==> src/rtl/spi_master_scheduler_pkg.sv <==
// ---------------------------------------------------------------------------
// spi_master_scheduler_pkg
// Shared types and constants for the SPI master scheduler.
//   DATA_W   : SPI byte width
//   MODE_*   : {CKP,CPH} encodings for the four SPI modes
//   state_t  : scheduler FSM state encoding
// ---------------------------------------------------------------------------
package spi_master_scheduler_pkg;

    localparam int DATA_W = 8;

    // {CKP,CPH}
    localparam logic [1:0] MODE_0 = 2'b00;
    localparam logic [1:0] MODE_1 = 2'b01;
    localparam logic [1:0] MODE_2 = 2'b10;
    localparam logic [1:0] MODE_3 = 2'b11;

    typedef enum logic [2:0] {
        S_IDLE    = 3'd0,
        S_LOAD    = 3'd1,
        S_START   = 3'd2,
        S_WAIT_LO = 3'd3,
        S_WAIT_HI = 3'd4,
        S_DONE    = 3'd5,
        S_ERR     = 3'd6,
        S_GAP     = 3'd7
    } state_t;

endpackage

==> src/rtl/spi_master_scheduler_if.sv <==
// ---------------------------------------------------------------------------
// spi_master_scheduler_if
// Bundles the requester-side and SPI-master-side signals of the scheduler.
//   req_valid/req_data/req_mode : requester requests (per-requester slices)
//   req_ready                   : one-hot accept pulse
//   rsp_valid/rsp_id/rsp_data/rsp_err : one-cycle response strobe + payload
//   busy                        : scheduler not idle
//   spi_strt/spi_data/spi_ckp/spi_cph : to SPI master
//   spi_cs/spi_rx_data          : from SPI master
// Modports: master = the scheduler, slave = requesters + SPI master side.
// ---------------------------------------------------------------------------
interface spi_master_scheduler_if
    import spi_master_scheduler_pkg::*;
#(
    parameter int N_REQ = 4,
    parameter int ID_W  = 2
);
    logic [N_REQ-1:0]        req_valid;
    logic [N_REQ*DATA_W-1:0] req_data;
    logic [N_REQ*2-1:0]      req_mode;
    logic [N_REQ-1:0]        req_ready;
    logic                    rsp_valid;
    logic [ID_W-1:0]         rsp_id;
    logic [DATA_W-1:0]       rsp_data;
    logic                    rsp_err;
    logic                    busy;
    logic                    spi_strt;
    logic [DATA_W-1:0]       spi_data;
    logic                    spi_ckp;
    logic                    spi_cph;
    logic                    spi_cs;
    logic [DATA_W-1:0]       spi_rx_data;

    modport master (
        input  req_valid, req_data, req_mode, spi_cs, spi_rx_data,
        output req_ready, rsp_valid, rsp_id, rsp_data, rsp_err, busy,
               spi_strt, spi_data, spi_ckp, spi_cph
    );

    modport slave (
        output req_valid, req_data, req_mode, spi_cs, spi_rx_data,
        input  req_ready, rsp_valid, rsp_id, rsp_data, rsp_err, busy,
               spi_strt, spi_data, spi_ckp, spi_cph
    );

endinterface

==> src/rtl/spi_master_scheduler_rr_arbiter.sv <==
// ---------------------------------------------------------------------------
// spi_master_scheduler_rr_arbiter
// Combinational round-robin pick: first asserted request at or after the
// pointer, wrapping around.
//   i_req   : request vector
//   i_ptr   : highest-priority index this round
//   o_grant : one-hot grant (all zero if no request)
//   o_idx   : index of the granted request
//   o_any   : at least one request asserted
// ---------------------------------------------------------------------------
module spi_master_scheduler_rr_arbiter #(
    parameter int N_REQ = 4,
    parameter int ID_W  = 2
) (
    input  logic [N_REQ-1:0] i_req,
    input  logic [ID_W-1:0]  i_ptr,
    output logic [N_REQ-1:0] o_grant,
    output logic [ID_W-1:0]  o_idx,
    output logic             o_any
);

    int              w_sum;
    logic [ID_W-1:0] w_pos;

    // Scan from the farthest position back to the pointer so the nearest
    // requester (lowest offset) is the last writer and wins.
    always_comb begin
        o_grant = '0;
        o_idx   = '0;
        o_any   = 1'b0;
        w_sum   = 0;
        w_pos   = '0;
        for (int k = N_REQ - 1; k >= 0; k--) begin
            w_sum = int'(i_ptr) + k;
            if (w_sum >= N_REQ) w_sum = w_sum - N_REQ;
            w_pos = ID_W'(w_sum);
            if (i_req[w_pos]) begin
                o_grant        = '0;
                o_grant[w_pos] = 1'b1;
                o_idx          = w_pos;
                o_any          = 1'b1;
            end
        end
    end

endmodule

==> src/rtl/spi_master_scheduler.sv <==
// ---------------------------------------------------------------------------
// spi_master_scheduler
// Shares one 8-bit SPI master between N_REQ requesters: round-robin grant,
// per-request SPI mode, start pulse, completion detected from CS, start and
// transfer timeouts, and a one-cycle response back to the granted requester.
// Ports:
//   clk : system clock
//   rst : asynchronous reset, active-low
//   bus : spi_master_scheduler_if.master (requester + SPI master signals)
// All interface outputs are registered.
// ---------------------------------------------------------------------------
module spi_master_scheduler
    import spi_master_scheduler_pkg::*;
#(
    parameter int N_REQ    = 4,
    parameter int ID_W     = 2,
    parameter int START_TO = 4,
    parameter int TIMEOUT  = 255,
    parameter int GAP      = 2
) (
    input  logic                   clk,
    input  logic                   rst,
    spi_master_scheduler_if.master bus
);

    localparam int CNT_W = $clog2(TIMEOUT + 1);

    state_t             r_state;
    logic [ID_W-1:0]    r_ptr;
    logic [ID_W-1:0]    r_id;
    logic [DATA_W-1:0]  r_data_lat;
    logic [1:0]         r_mode_lat;
    logic [CNT_W-1:0]   r_cnt;

    logic [N_REQ-1:0]   r_req_ready;
    logic               r_rsp_valid;
    logic [ID_W-1:0]    r_rsp_id;
    logic [DATA_W-1:0]  r_rsp_data;
    logic               r_rsp_err;
    logic               r_busy;
    logic               r_spi_strt;
    logic [DATA_W-1:0]  r_spi_data;
    logic               r_spi_ckp;
    logic               r_spi_cph;

    logic [N_REQ-1:0]   w_grant;
    logic [ID_W-1:0]    w_idx;
    logic               w_any;

    function automatic logic [CNT_W-1:0] sat_inc(input logic [CNT_W-1:0] v);
        return (v == {CNT_W{1'b1}}) ? v : v + CNT_W'(1);
    endfunction

    spi_master_scheduler_rr_arbiter #(
        .N_REQ (N_REQ),
        .ID_W  (ID_W)
    ) u_arb (
        .i_req   (bus.req_valid),
        .i_ptr   (r_ptr),
        .o_grant (w_grant),
        .o_idx   (w_idx),
        .o_any   (w_any)
    );

    always_ff @(posedge clk or negedge rst) begin
        if (!rst) begin
            r_state     <= S_IDLE;
            r_ptr       <= '0;
            r_id        <= '0;
            r_data_lat  <= '0;
            r_mode_lat  <= '0;
            r_cnt       <= '0;
            r_req_ready <= '0;
            r_rsp_valid <= 1'b0;
            r_rsp_id    <= '0;
            r_rsp_data  <= '0;
            r_rsp_err   <= 1'b0;
            r_busy      <= 1'b0;
            r_spi_strt  <= 1'b0;
            r_spi_data  <= '0;
            r_spi_ckp   <= 1'b0;
            r_spi_cph   <= 1'b0;
        end else begin
            // Pulse outputs default low every cycle.
            r_req_ready <= '0;
            r_rsp_valid <= 1'b0;
            r_spi_strt  <= 1'b0;

            case (r_state)
                S_IDLE: begin
                    // A low CS here is a stray transfer we do not own; hold
                    // off granting until the master is free again.
                    if (w_any && bus.spi_cs) begin
                        r_req_ready <= w_grant;
                        r_id        <= w_idx;
                        r_data_lat  <= bus.req_data[DATA_W*w_idx +: DATA_W];
                        r_mode_lat  <= bus.req_mode[2*w_idx +: 2];
                        r_ptr       <= (w_idx == ID_W'(N_REQ - 1)) ? '0 : w_idx + ID_W'(1);
                        r_busy      <= 1'b1;
                        r_state     <= S_LOAD;
                    end
                end

                S_LOAD: begin
                    r_spi_data <= r_data_lat;
                    r_spi_ckp  <= r_mode_lat[1];
                    r_spi_cph  <= r_mode_lat[0];
                    r_state    <= S_START;
                end

                S_START: begin
                    r_spi_strt <= 1'b1;
                    r_cnt      <= '0;
                    r_state    <= S_WAIT_LO;
                end

                // Response registers are loaded on entry to DONE/ERR so the
                // strobe is visible while the FSM sits in that state.
                S_WAIT_LO: begin
                    if (!bus.spi_cs) begin
                        r_cnt   <= '0;
                        r_state <= S_WAIT_HI;
                    end else if (r_cnt >= CNT_W'(START_TO - 1)) begin
                        r_rsp_valid <= 1'b1;
                        r_rsp_err   <= 1'b1;
                        r_rsp_data  <= '0;
                        r_rsp_id    <= r_id;
                        r_state     <= S_ERR;
                    end else begin
                        r_cnt <= sat_inc(r_cnt);
                    end
                end

                S_WAIT_HI: begin
                    if (bus.spi_cs) begin
                        r_rsp_valid <= 1'b1;
                        r_rsp_err   <= 1'b0;
                        r_rsp_data  <= bus.spi_rx_data;
                        r_rsp_id    <= r_id;
                        r_state     <= S_DONE;
                    end else if (r_cnt >= CNT_W'(TIMEOUT - 1)) begin
                        r_rsp_valid <= 1'b1;
                        r_rsp_err   <= 1'b1;
                        r_rsp_data  <= '0;
                        r_rsp_id    <= r_id;
                        r_state     <= S_ERR;
                    end else begin
                        r_cnt <= sat_inc(r_cnt);
                    end
                end

                S_DONE, S_ERR: begin
                    r_cnt   <= '0;
                    r_state <= S_GAP;
                end

                S_GAP: begin
                    if (r_cnt >= CNT_W'(GAP - 1)) begin
                        r_cnt   <= '0;
                        r_busy  <= 1'b0;
                        r_state <= S_IDLE;
                    end else begin
                        r_cnt <= sat_inc(r_cnt);
                    end
                end

                default: begin
                    r_busy  <= 1'b0;
                    r_state <= S_IDLE;
                end
            endcase
        end
    end

    assign bus.req_ready = r_req_ready;
    assign bus.rsp_valid = r_rsp_valid;
    assign bus.rsp_id    = r_rsp_id;
    assign bus.rsp_data  = r_rsp_data;
    assign bus.rsp_err   = r_rsp_err;
    assign bus.busy      = r_busy;
    assign bus.spi_strt  = r_spi_strt;
    assign bus.spi_data  = r_spi_data;
    assign bus.spi_ckp   = r_spi_ckp;
    assign bus.spi_cph   = r_spi_cph;

endmodule

==> src/flat_wrapper.sv <==
// flat-port wrapper written by rule: the top's interface ports become plain ports
module spi_master_scheduler_flat import spi_master_scheduler_pkg::*;
#(
    parameter int N_REQ    = 4,
    parameter int ID_W     = 2,
    parameter int START_TO = 4,
    parameter int TIMEOUT  = 255,
    parameter int GAP      = 2
)
  (clk, rst, bus_req_valid, bus_req_data, bus_req_mode, bus_spi_cs, bus_spi_rx_data, bus_req_ready, bus_rsp_valid, bus_rsp_id, bus_rsp_data, bus_rsp_err, bus_busy, bus_spi_strt, bus_spi_data, bus_spi_ckp, bus_spi_cph);
  spi_master_scheduler_if #(.N_REQ(N_REQ), .ID_W(ID_W)) bus_i ();
  input  logic clk;
  input  logic rst;
  input wire logic [$bits(bus_i.req_valid)-1:0] bus_req_valid;
  input wire logic [$bits(bus_i.req_data)-1:0] bus_req_data;
  input wire logic [$bits(bus_i.req_mode)-1:0] bus_req_mode;
  input wire logic [$bits(bus_i.spi_cs)-1:0] bus_spi_cs;
  input wire logic [$bits(bus_i.spi_rx_data)-1:0] bus_spi_rx_data;
  output wire logic [$bits(bus_i.req_ready)-1:0] bus_req_ready;
  output wire logic [$bits(bus_i.rsp_valid)-1:0] bus_rsp_valid;
  output wire logic [$bits(bus_i.rsp_id)-1:0] bus_rsp_id;
  output wire logic [$bits(bus_i.rsp_data)-1:0] bus_rsp_data;
  output wire logic [$bits(bus_i.rsp_err)-1:0] bus_rsp_err;
  output wire logic [$bits(bus_i.busy)-1:0] bus_busy;
  output wire logic [$bits(bus_i.spi_strt)-1:0] bus_spi_strt;
  output wire logic [$bits(bus_i.spi_data)-1:0] bus_spi_data;
  output wire logic [$bits(bus_i.spi_ckp)-1:0] bus_spi_ckp;
  output wire logic [$bits(bus_i.spi_cph)-1:0] bus_spi_cph;
  assign bus_i.req_valid = bus_req_valid;
  assign bus_i.req_data = bus_req_data;
  assign bus_i.req_mode = bus_req_mode;
  assign bus_i.spi_cs = bus_spi_cs;
  assign bus_i.spi_rx_data = bus_spi_rx_data;
  assign bus_req_ready = bus_i.req_ready;
  assign bus_rsp_valid = bus_i.rsp_valid;
  assign bus_rsp_id = bus_i.rsp_id;
  assign bus_rsp_data = bus_i.rsp_data;
  assign bus_rsp_err = bus_i.rsp_err;
  assign bus_busy = bus_i.busy;
  assign bus_spi_strt = bus_i.spi_strt;
  assign bus_spi_data = bus_i.spi_data;
  assign bus_spi_ckp = bus_i.spi_ckp;
  assign bus_spi_cph = bus_i.spi_cph;
  spi_master_scheduler #(.N_REQ(N_REQ), .ID_W(ID_W), .START_TO(START_TO), .TIMEOUT(TIMEOUT), .GAP(GAP)) u_core (.clk(clk), .rst(rst), .bus(bus_i));
endmodule
==> config.mk <==
export PLATFORM = sky130hd
export DESIGN_NAME = spi_master_scheduler_flat
export DESIGN_NICKNAME = d
export VERILOG_FILES = /design/src/rtl/spi_master_scheduler_pkg.sv /design/src/rtl/spi_master_scheduler_if.sv /design/src/rtl/spi_master_scheduler_rr_arbiter.sv /design/src/rtl/spi_master_scheduler.sv /design/src/flat_wrapper.sv
export SDC_FILE = /design/constraint.sdc
export NUM_CORES = 1
export LEC_CHECK = 0
export ABC_CLOCK_PERIOD_IN_PS = 3800
export CAP_MARGIN = 20
export CELL_PAD_IN_SITES_DETAIL_PLACEMENT = 0
export CELL_PAD_IN_SITES_GLOBAL_PLACEMENT = 1
export CORE_MARGIN = 2
export CORE_UTILIZATION = 37
export DETAILED_ROUTE_END_ITERATION = 16
export PLACE_DENSITY = 0.87
export REMOVE_ABC_BUFFERS = 1
export SKIP_CTS_REPAIR_TIMING = 1
export SLEW_MARGIN = 25
export SYNTH_ARGS = -nofsm -noshare
export SYNTH_HDL_FRONTEND = slang
export SYNTH_SLANG_ARGS = --single-unit
==> constraint.sdc <==
create_clock -name clk -period 3.8 [get_ports clk]
set_input_delay 0.57 -clock clk [delete_from_list [all_inputs] [get_ports clk]]
set_output_delay 0.57 -clock clk [all_outputs]
set_load 0.05 [all_outputs]
==> results.toml, run 1 <==
[die]
start_util_pct = 38.5
dieArea_um2 = 8860
fp.dieW_um = 94.1
ios = 83
core.rowCount = 32
core_um2 = 7810
die_h_um = 94.1

[grt]
grt_max_degree = 33
antenna_found_initial = 0
overflow = 0
grt_pass1_vias = 2336
grt_first_pass_wirelength_mm = 11.0
gr-usage-all-layers_pct = 15.6

[logic_synthesis]
synth_compound_area_share_pct = 18.3
synth.distinct_cells = 53
synthMuxAreaShare_pct = 15.7
synthArstFlopShare_pct = 100
synth_edf_count = 0
synth-seq-cells = 53
synth-xor-area-share_pct = 0.292
synth-adder-area-share_pct = 5.00
yosysSeqAreaShare_pct = 44.1
syn-cell-area_um2 = 3000
synthSimpleGateAreaFrac_pct = 11.3
syn_area_per_cell_um2 = 10.5
yosysWarnings = 0
syn-instance-count = 285
synth_top_family_by_area = "compound AO/OA/AOI/OAI gates"
synth_flop_cell = "dfrtp_1"

[route]
wire_per_inst_um = 14.6
drc_errors = 0
num_vias = 2423
firstDrtPassIters = 4
postRouteAntennaNets = 0
routed_wl_mm = 6.79
avgViaCountPerCell = 5.20
first_iter_violations = 84

[sta]
final-setup-viol-count = 0
report.final.hold_viol_count = 0
max_slew_margin_pct = 41.6
finClkSkew_ps = 5.48
finalCritPeriodShare_pct = 83.1
tns_ps = 0
max_freq_mhz = 317
tightestPinTransition_ps = 871
fin_crit_ps = 3160
grt_setup_unrepaired = "false"
slew_viol_final = 0

[clock_network]
clock_path_buffers = 2
cts_tree = "built"
htreeDepth = 2
root_buffer = "clkbuf_8"
clk_latency_ps = 300
clk_pin_slew_ps = 90
cts.sink_count = 53
numCtsBuffers = 5

[finish]
fillers = 750
most-common-layout-cells = "81 x clkdlybuf4s50_1, 53 x dfrtp_1, 27 x mux2i_1, 27 x nor2_1, 24 x nand2_1"
syn2layout_area_growth_pct = 32.2
fin_nets = 430
final_area_um2 = 3970
drive_gt1_share_pct = 10.7
n_antenna_cell = 0
final_util_pct = 50.9
stdcell_count = 466
final_common_cell = "clkdlybuf4s50_1"

[power_and_ir_drop]
peakVddDrop_v = 0.000289
cellLeakagePower_nw = 1.74
finalPower_w = 0.00314
power.density_nw_per_um2 = 791

[setup_path]
cp_cell_sequence = "inv_1 > ha_1 > mux4_2 > nor2b_1 > o21ai_2 > o21ai_4 > buf_4 > mux2i_1 > o221ai_1"
max_stage_delay_ps = 660
worstPathMaxFanout = 12
cp.arrival_ps = 3310
cp-start-kind = "flop"
critical_path_class = "flop to flop"
cp_slowest_cell = "mux4_2"
crit_path_end_kind = "flop"
cp.required_ps = 3950

[placed_design]
place_congestion = 0.857
place_hpwl_mm = 5.03
dp_cells = 458
dpl-instance-area_um2 = 3890
port-buffer-count = 82

[min_path]
hold_class = "input pin to async pin"

[outcome]
status = "finished, final reports clean"

[job]
maxCapViolCount = 0
cell usage after synthesis (2+ instances only):
master	number	area [um2]
dfrtp_1	53	1330
a41oi_1	2	17.5
mux2_2	12	135
a211o_1	4	35.0
and3_1	3	18.8
mux2i_1	27	270
inv_1	12	45.0
nor2b_1	4	25.0
ha_1	12	150
nor2_1	27	101
buf_1	2	7.51
o22a_1	2	17.5
buf_2	4	20.0
mux2_1	2	22.5
nor3_1	3	15.0
a31oi_1	5	31.3
inv_2	3	11.3
buf_4	2	15.0
clkbuf_1	6	22.5
a21oi_1	13	65.1
mux4_2	2	45.0
o21ai_2	2	17.5
o31ai_1	3	22.5
nand3_1	3	15.0
nand4_1	3	18.8
nand2_1	24	90.1
a221oi_1	4	35.0
o21ai_0	2	10.0
o221ai_1	10	87.6
o21ai_1	3	15.0
a22o_1	9	78.8
where the power goes:
group          total [W]  internal (W)  switching, W
clock           0.000307      0.000131      0.000176
combinational    0.00189      0.000789       0.00110
sequential      0.000944      0.000769      0.000175
total            0.00314       0.00169       0.00145
sequential cells by signal, indices dropped and copies added, names as in the netlist, 2 cells and up:
register / flops
u_core.bus.rsp_id: 2
u_core.bus.spi_data: 8
u_core.r_state: 3
u_core.r_data_lat: 8
u_core.r_ptr: 2
u_core.r_cnt: 8
u_core.r_mode_lat: 2
u_core.r_id: 2
u_core.bus.rsp_data: 8
u_core.bus.req_ready: 4
layout make-up:
cell class	count	area [um2]	share of cell area, %
Tap cell	102	128	3.21
Timing Repair Buffer	87	853	21.5
Sequential cell	53	1330	33.4
Multi-Input combinational cell	201	1530	38.4
Clock inverter	1	7.51	0.189
Clock buffer	7	76.3	1.92
Inverter	15	56.3	1.42
critical path: cells and delay by family (launching register included):
family / cells / cell delay (ps)
and+or+nand+nor: 1 / 180
DFF: 1 / 560
AOI/OAI and AO/OA: 3 / 430
muxes: 2 / 890
buffers and inverters: 2 / 510
adders and majority gates: 1 / 440
cells by family (layout without fill, tap and decap cells):
family	after synthesis	count (layout)
simple gates	74	74
compound gates	71	71
flops	53	53
mux	43	43
buf+inv	31	110
fa+ha+maj	12	12
xor+xnor	1	1
layer usage:
metal,vias up,GRT usage [%],share of wire [%]
li1,1199,-,-
met1,1149,19.5,44
met2,70,27.8,50
met3,5,3.13,5.8
met4,0,3.26,0.56
met5,-,0,0
worst paths after layout:
check,slack (ps),cells after the start,start,endpoint
setup / recovery,640,9,u_core.r_ptr[1]$_DFFE_PN0P_,u_core.r_data_lat[0]$_DFFE_PN0P_
hold / removal,300,1,rst,u_core.bus.rsp_data[4]$_DFFE_PN0P_
setup reg to reg,640,9,u_core.r_ptr[1]$_DFFE_PN0P_,u_core.r_data_lat[0]$_DFFE_PN0P_
hold reg to reg,490,2,u_core.r_id[1]$_DFFE_PN0P_,u_core.r_id[1]$_DFFE_PN0P_
max in group asynchronous,2740,2,rst,u_core.bus.spi_data[4]$_DFFE_PN0P_
min in group clk,490,2,u_core.r_id[1]$_DFFE_PN0P_,u_core.r_id[1]$_DFFE_PN0P_
through the flow:
| stage | hold slack (ps) | setup WS (ps) |
|---|---|---|
| floorplan | 274 | 731 |
| finish | 303 | 642 |
| global route | 355 | 439 |
| global placement | 459 | 729 |
| CTS | 329 | 619 |
| detailed placement | 465 | 582 |
Note: power is estimated with default switching activity, not from simulation.
==> run 2: changes to the inputs <==
ABC_CLOCK_PERIOD_IN_PS = 2740   (was 3800)
CORE_UTILIZATION = 33   (was 37)
PLACE_DENSITY = 0.83   (was 0.87)
clock period = 2.74 ns   (was 3.8 ns; I/O delays follow)
==> run 2 against run 1 <==
  * Routed wire length up 4.7%
  * Die area is 12% higher
  * Highest routed layer unchanged
  * Global-route usage down 0.87 points
  * Largest cell class unchanged
  * Sequential share of layout area decreased by 1.1 points
==> results.toml, run 2 (synthesis gave the netlist of run 1 again) <==
[setup_path]
critical_path_class = "flop to flop"
worstPathMaxFanout = 23
r2r_slack_ps = 260
r2r_end = "u_core.r_data_lat[4]$_DFFE_PN0P_"
crit_path_end_kind = "flop"
ff2ff_path_depth = 9
cp.arrival_ps = 2640
cp-start-kind = "flop"
cp.required_ps = 2910
timing.rr.start = "u_core.r_ptr[0]$_DFFE_PN0P_"

[sta]
report.final.hold_viol_count = 0
final-setup-viol-count = 0
fin_crit_ps = 2480
max_slew_margin_pct = 61.2
max_freq_mhz = 403
finClkSkew_ps = 9.84
grt_setup_unrepaired = "false"
finalCritPeriodShare_pct = 90.5
fin_hold_ws_ps = 456
tightestPinTransition_ps = 582
slew_viol_final = 0

[route]
num_vias = 2482
firstDrtPassIters = 4
postRouteAntennaNets = 0
wire_per_inst_um = 14.6
first_iter_violations = 56
routed_wl_mm = 7.11
avgViaCountPerCell = 5.10
drc_errors = 0

[finish]
fin_nets = 445
final_area_um2 = 4110
final_common_cell = "clkdlybuf4s50_1"
stdcell_count = 487
syn2layout_area_growth_pct = 36.9
most-common-layout-cells = "81 x clkdlybuf4s50_1, 53 x dfrtp_1, 27 x mux2i_1, 27 x nor2_1, 24 x nand2_1"
n_antenna_cell = 0
drive_gt1_share_pct = 14.5

[die]
start_util_pct = 34.3
ios = 83
core.rowCount = 34
die_h_um = 99.4
dieArea_um2 = 9880
fp.dieW_um = 99.4
core_um2 = 8760

[placed_design]
place_hpwl_mm = 5.24
dpl-instance-area_um2 = 4000
dp_cells = 477
port-buffer-count = 82
place_congestion = 0.828

[job]
maxCapViolCount = 0

[grt]
antenna_found_initial = 0
overflow = 0
grt_max_degree = 29
grt_pass1_vias = 2523
grt_first_pass_wirelength_mm = 11.9
gr-usage-all-layers_pct = 14.7

[outcome]
status = "finished, final reports clean"

[clock_network]
cts.sink_count = 53
clk_pin_slew_ps = 90
cts_tree = "built"
root_buffer = "clkbuf_8"
htreeDepth = 2
clock_path_buffers = 2
numCtsBuffers = 5
clk_latency_ps = 310

[power_and_ir_drop]
cellLeakagePower_nw = 1.83
peakVddDrop_v = 0.000443
power.density_nw_per_um2 = 1090

[min_path]
hold_class = "input pin to async pin"
## run 2: how the worst max path moves through the flow
| stage | startpoint | to | slack [ps] |
|---|---|---|---|
| after floorplan | u_core.r_ptr[0]$_DFFE_PN0P_ | u_core.r_ptr[1]$_DFFE_PN0P_ | -330 |
| after global placement | bus_req_valid[1] | u_core.r_ptr[1]$_DFFE_PN0P_ | 130 |
| after detailed placement | bus_req_valid[1] | u_core.r_data_lat[4]$_DFFE_PN0P_ | 60 |
| after CTS | u_core.r_ptr[0]$_DFFE_PN0P_ | u_core.r_data_lat[4]$_DFFE_PN0P_ | 130 |
| after global routing | u_core.r_ptr[1]$_DFFE_PN0P_ | u_core.r_data_lat[4]$_DFFE_PN0P_ | 60 |
| final | u_core.r_ptr[0]$_DFFE_PN0P_ | u_core.r_data_lat[4]$_DFFE_PN0P_ | 260 |
## run 2: cell type report
class / count / area [um2]
inverter: 15 / 56.3
clock inverter: 3 / 21.3
tap: 108 / 135
sequential: 53 / 1330
multi-input combinational: 201 / 1530
clock buffer: 5 / 68.8
timing repair buffer: 102 / 981
fill: 836 / 4650
## run 2: critical path, stage by stage (launching register included)
cell and delay, ps:
dfrtp_1 370, inv_1 60, ha_1 410, mux4_2 590
nor2b_1 160, o21ai_2 80, o21ai_4 80, buf_12 200
mux2i_1 230, o221ai_1 150
## run 2: where the power goes
part           internal [W]  switching (W)  leakage [nW]  total (W)
Clock              0.000182       0.000269        0.0445   0.000451
Combinational       0.00119        0.00156          1.10    0.00275
Sequential          0.00107       0.000230         0.680    0.00130
Total               0.00244        0.00206          1.83    0.00450
## run 2: per-layer routing
layer	wire (um)	up-vias	track usage, %
met3	410	5	3.51
met1	3130	1184	18.8
met5	0	-	0
met2	3510	59	25.5
li1	-	1234	-
met4	51	0	3.06
## run 2: stage by stage
stage                     utilization, %  setup TNS (ps)  total power, W  worst slack [ps]
after global placement              45.7               0         0.00402               135
after detailed placement            45.7               0         0.00407              59.6
final                               46.9               0         0.00450               262
after global routing                46.9               0         0.00485              64.9
after CTS                           46.7               0         0.00453               126
after floorplan                        -           -3030         0.00318              -330
